<file path="src/rtl/clock_rate_selector.sv">
// Four-rate CPU timing generator: one-cycle tick enable plus legacy square clock, with
// boundary-only rate switching, pause and single-step. Optional tick counter: CLOCK_RATE_SELECTOR_TICK_COUNT_EN.
module clock_rate_selector #(
    parameter int unsigned   CNT_W = 32,
    parameter logic [CNT_W-1:0] DIV0 = CNT_W'(1),
    parameter logic [CNT_W-1:0] DIV1 = CNT_W'(1000),
    parameter logic [CNT_W-1:0] DIV2 = CNT_W'(100000),
    parameter logic [CNT_W-1:0] DIV3 = CNT_W'(1000000)
) (
    input  logic        clk,
    input  logic        rst,
    input  logic [1:0]  sel,
    input  logic        pause,
    input  logic        step,
    output logic        tick,
    output logic        clk_out,
    output logic [1:0]  cur_sel,
    output logic [31:0] tick_count
);

    logic [CNT_W-1:0] cnt_q, cnt_d;
    logic             tick_q, tick_d;
    logic             clk_out_q, clk_out_d;
    logic [1:0]       cur_sel_q, cur_sel_d;
    logic             step_q;

    logic [CNT_W-1:0] div_raw;
    logic [CNT_W-1:0] div_eff;
    logic             term;
    logic             step_edge;

    always_comb begin
        div_raw = DIV0;
        case (cur_sel_q)
            2'd0:    div_raw = DIV0;
            2'd1:    div_raw = DIV1;
            2'd2:    div_raw = DIV2;
            default: div_raw = DIV3;
        endcase
    end

    assign div_eff   = (div_raw == '0) ? CNT_W'(1) : div_raw;
    // >= so a count held across a paused rate change to a shorter divisor still terminates
    assign term      = (cnt_q >= div_eff - CNT_W'(1));
    assign step_edge = step & ~step_q;

    always_comb begin
        cnt_d     = cnt_q;
        tick_d    = 1'b0;
        clk_out_d = clk_out_q;
        cur_sel_d = cur_sel_q;
        if (pause) begin
            cur_sel_d = sel;
            if (step_edge) begin
                tick_d    = 1'b1;
                clk_out_d = ~clk_out_q;
                cnt_d     = '0;
            end
        end else if (term) begin
            tick_d    = 1'b1;
            clk_out_d = ~clk_out_q;
            cnt_d     = '0;
            cur_sel_d = sel;
        end else begin
            cnt_d = cnt_q + CNT_W'(1);
        end
    end

    always_ff @(posedge clk) begin
        if (rst) begin
            cnt_q     <= '0;
            tick_q    <= 1'b0;
            clk_out_q <= 1'b0;
            cur_sel_q <= 2'd0;
            step_q    <= 1'b0;
        end else begin
            cnt_q     <= cnt_d;
            tick_q    <= tick_d;
            clk_out_q <= clk_out_d;
            cur_sel_q <= cur_sel_d;
            step_q    <= step;
        end
    end

    assign tick    = tick_q;
    assign clk_out = clk_out_q;
    assign cur_sel = cur_sel_q;

`ifdef CLOCK_RATE_SELECTOR_TICK_COUNT_EN
    logic [31:0] tick_count_q;

    always_ff @(posedge clk) begin
        if (rst) begin
            tick_count_q <= '0;
        end else if (tick_q) begin
            tick_count_q <= tick_count_q + 32'd1;
        end
    end

    assign tick_count = tick_count_q;
`else
    assign tick_count = '0;
`endif

endmodule

</file>
<file path="config.mk">
export PLATFORM = sky130hd
export DESIGN_NAME = clock_rate_selector
export DESIGN_NICKNAME = d
export VERILOG_FILES = /design/src/rtl/clock_rate_selector.sv
export SDC_FILE = /design/constraint.sdc
export NUM_CORES = 1
export LEC_CHECK = 0
export CAP_MARGIN = 20
export CORE_MARGIN = 4
export CORE_UTILIZATION = 50
export CTS_BUF_LIST = sky130_fd_sc_hd__clkbuf_2 sky130_fd_sc_hd__clkbuf_4 sky130_fd_sc_hd__clkbuf_8
export CTS_CLUSTER_DIAMETER = 40
export DETAILED_ROUTE_END_ITERATION = 10
export GPL_TIMING_DRIVEN = 0
export HOLD_SLACK_MARGIN = 0.12
export PLACE_DENSITY = 0.82
export RECOVER_POWER = 50
export REMOVE_ABC_BUFFERS = 1
export SYNTH_ARGS = -nofsm -noshare
export SYNTH_HDL_FRONTEND = slang
export SYNTH_SLANG_ARGS = --single-unit
export TNS_END_PERCENT = 20
</file>
<file path="constraint.sdc">
create_clock -name clk -period 7 [get_ports clk]
set_input_delay 1.05 -clock clk [delete_from_list [all_inputs] [get_ports clk]]
set_output_delay 1.05 -clock clk [all_outputs]
set_load 0.05 [all_outputs]
</file>
==> out/results.md <==
| Quantity | This run |
|:---|:---|
| FILL cells | 438 |
| Largest area contributor in the netlist | sky130_fd_sc_hd__dfxtp_1 |
| Final RePlAce weighted congestion | 0.816 |
| Final Cycle Share | 66.8% |
| Wire length of the first global-routing pass | 9000 um |
| Synthesized area per cell | 8.04 um2 |
| Netlist Area Pre-Place | 2540 um2 |
| Number of global-route vias before repair | 2064 |
| Clock sink count | 37 |
| Clock period minus worst slack | 4680 ps |
| Total negative setup slack | 0 ps |
| Number of antenna violations at the first check in global routing | 0 |
| Async set-or-reset flop fraction in the synthesized netlist | 0% |
| Total Nets Final | 353 |
| Transition time at the pin with the least slew margin | 1470 ps |
| Worst EP required | 7220 ps |
| Adder-cell share of the synthesized area | 13.3% |
| Area after DPL | 2570 um2 |
| Area fraction in compound gates after synthesis | 13.7% |
| Share of post-route cells with drive strength above 1 | 4.67% |
| Overall via count from detail_route | 2148 |
| Iteration-0 DRC count of the detailed router | 113 |
| Slew HR | 1.33% |
| Overall die area | 6280 um2 |
| Hold Violations, Final | 0 |
| Violated checks | capacitance limit |
| Worst clock skew | 4.97 ps |
| MaxCap Viol Count | 1 |
| Sequential area share after synthesis | 29.2% |
| Depth of the worst register-to-register path | 11 |
| Launch instance of the worst min-delay path | cnt_q[21] |
| Least setup slack across all paths after layout | 2320 ps |
| Relative area change from synthesis to final layout | 4.48% |
| Worst IR drop on VDD | 0.129 mV |
| Pwr Total | 498 uW |
| Source-to-sink clock delay at the later pin of the worst-skew pair | 290 ps |
| Final-report setup violation count | 0 |
| Final non-filler cell area | 2650 um2 |
| Initial Util | 52.7% |
| Final WL | 5040 um |
| Critical path class | reg2reg |
| Launching point of the worst reg2reg path | cur_sel[0] |
| DRT antenna net count | 0 |
| Largest net degree at the start of global routing | 30 |
| Num CTS Buffers | 5 |
| Number of top-level pins | 42 |
| Critical path startpoint category | register |
| Number of remaining DRC errors | 0 |
| Outcome | finished with violations |
| Post-cts resize count | 0 |
| Maximum frequency from static timing analysis | 0.214 GHz |
| Dominant combinational cell family by area after synthesis | simple AND/OR/NAND/NOR gates |
| Seq cells post-synth | 37 |
| Total congestion overflow after global routing | 0 |
| Setup slack of the worst register-to-register path | 2320 ps |
| Final hold slack | 447 ps |
| Area share of the leading cell type in the synthesized netlist | 29.2% |
| Number of cells traversed by the worst hold path | 2 |
| Die Span X | 79.3 um |
| PD cells | 188 nW/um2 |
| Peak fanout along the critical path | 28 |
| Largest cells by area after synthesis | sky130_fd_sc_hd__dfxtp_1, sky130_fd_sc_hd__ha_1, sky130_fd_sc_hd__buf_4 |
| Cell-by-cell listing of the critical path | inv_1, ha_1, inv_1, ha_1, a21oi_1, nand3_1, a221o_1, a211oi_1, clkbuf_1, or3b_1, a31oi_1 |
| Number of warnings issued by yosys | 0 |
| Max Slew Vio Count | 0 |
| Distinct cell type count after synthesis | 45 |
| Buffers inserted by post-CTS timing repair | 0 |
| Pre-CTS worst setup slack | 3580 ps |
| Longest individual stage delay on the worst path | 1190 ps |
| Highest-delay cell along the critical path | sky130_fd_sc_hd__a211oi_1 |
| Type of element capturing the critical path | register |
| Maximum level of the CTS H-tree | 2 |
| Cell at the root of the clock tree | sky130_fd_sc_hd__clkbuf_8 |
| FP Rows | 25 |
| Endpoint with the worst hold slack | cnt_q[21] |
| Xor and xnor fraction of the mapped netlist area | 1.38% |
| Static power due to leakage | 1.03 nW |
| Clock slew at the register clock pins of the worst setup and hold paths | 70 ps |
| CTS tree | done |
| Simple-gate share of the synthesized area | 27.1% |
| Number of synthesized flops with an enable pin | 0 |
| Average via count per standard cell | 5.54 |
| HPWL reported at the end of detailed placement | 3530 um |
| Gate Count Post-Synth | 316 |
| Setup repair after global routing missed its margin | no |
| Multiplexer share of the synthesized area | 1.18% |
| Quantity of I/O buffers inserted on ports | 9 |
| Core area | 4820 um2 |
| Worst reg2reg endpoint | cnt_q[10] |
| All-layer global routing usage | 17.7% |
| Height of the chip | 79.3 um |
| Hold buffer count at CTS | 0 |
| Maximum root-to-sink buffer count | 2 |
| Leading register cell type out of synthesis | sky130_fd_sc_hd__dfxtp_1 |
| Worst min-delay path class | reg2reg |
| Worst path arrival time | 4900 ps |
| Initial DRT Pass Iterations | 4 |
| Antenna diode count | 0 |
| Routed wirelength normalized by instance count | 13.0 um |
| Startpoint of the most critical setup path | cur_sel[0] |
==> synthesized netlist by cell type, drive strengths merged (3+ instances only) <==
| library cell | number |
|---|---|
| a21oi | 12 |
| a31oi | 12 |
| and2 | 3 |
| and3 | 4 |
| and4 | 6 |
| buf | 36 |
| clkbuf | 9 |
| dfxtp | 37 |
| ha | 27 |
| inv | 14 |
| mux2i | 3 |
| nand2 | 32 |
| nand3 | 21 |
| nand4 | 7 |
| nor2 | 29 |
| nor3 | 6 |
| nor3b | 3 |
| nor4 | 7 |
| o21a | 3 |
| o21ai | 11 |
| or2 | 3 |
| or3b | 5 |
| xor2 | 3 |
==> worst max-delay path by stage <==
stage | to | slack [ps] | cells after the start
after detailed placement | cnt_q[19] | 3580 | 11
after global placement | cnt_q[29] | 2630 | 6
final | cnt_q[10] | 2320 | 11
after floorplan | cnt_q[10] | 3040 | 10
after CTS | cnt_q[10] | 3540 | 11
after global routing | cnt_q[19] | 1930 | 11
==> worst max-delay path, delay by kind of cell (launching register included) <==
family / cells / cell delay [ps]
compound gates: 4 / 1880
simple gates: 2 / 530
buf+inv: 3 / 1110
flops: 1 / 470
fa+ha+maj: 2 / 620
==> cells by family (layout without fill, tap and decap cells) <==
logic type	Yosys count	count (layout)
xor+xnor	4	4
buf+inv	59	33
other cells	2	33
flops	37	37
simple gates	133	133
mux	3	3
fa+ha+maj	27	27
compound gates	51	51
==> state kept, by name (all words and copies together) (netlist names) <==
name and count:
clk_out 1, step_q 1, cur_sel 2, tick 1, cnt_q 32
==> power by group <==
group | switching [mW] | total [mW] | leakage (nW) | internal (mW)
combinational | 0.0696 | 0.0871 | 0.667 | 0.0175
clock | 0.0748 | 0.195 | 0.0619 | 0.120
sequential | 0.00336 | 0.217 | 0.299 | 0.213
==> stage by stage <==
stage / instances / util (%)
global placement: 378 / 52.5
floorplan: 302 / -
finish: 388 / 55.1
detailed placement: 379 / 53.3
CTS: 387 / 55.8
global route: 388 / 55.1
==> metal layers <==
metal  routed length [um]  up-vias  global-route usage, %  part of all wire [%]
met5                    0        -                      0                     0
met4                   79        0                   6.19                   1.6
met3                  249        6                   3.06                   4.9
met2                 2410       57                   31.3                    48
met1                 2300     1017                   21.5                    46
li1                     -     1068                      -                     -
==> cell type report <==
class | count | area, um2 | share of cell area (%)
timing repair buffer | 11 | 97.6 | 3.68
multi-input combinational | 251 | 1560 | 58.7
sequential | 37 | 741 | 27.9
tap | 67 | 83.8 | 3.16
clock inverter | 1 | 30.0 | 1.13
inverter | 14 | 52.6 | 1.98
clock buffer | 7 | 90.1 | 3.39
==> cell usage in the layout (no fill, tap or decap), types with 7 or more instances in the layout <==
master                    instances
sky130_fd_sc_hd__nand2_1         32
sky130_fd_sc_hd__a31oi_1         12
sky130_fd_sc_hd__nor2_1          29
sky130_fd_sc_hd__ha_1            27
sky130_fd_sc_hd__o21ai_0         11
sky130_fd_sc_hd__inv_1           14
sky130_fd_sc_hd__dfxtp_1         37
sky130_fd_sc_hd__nand4_1          7
sky130_fd_sc_hd__conb_1          33
sky130_fd_sc_hd__nor4_1           7
sky130_fd_sc_hd__nand3_1         21
sky130_fd_sc_hd__a21oi_1         12
No activity file was read; power rests on OpenSTA's default activity.
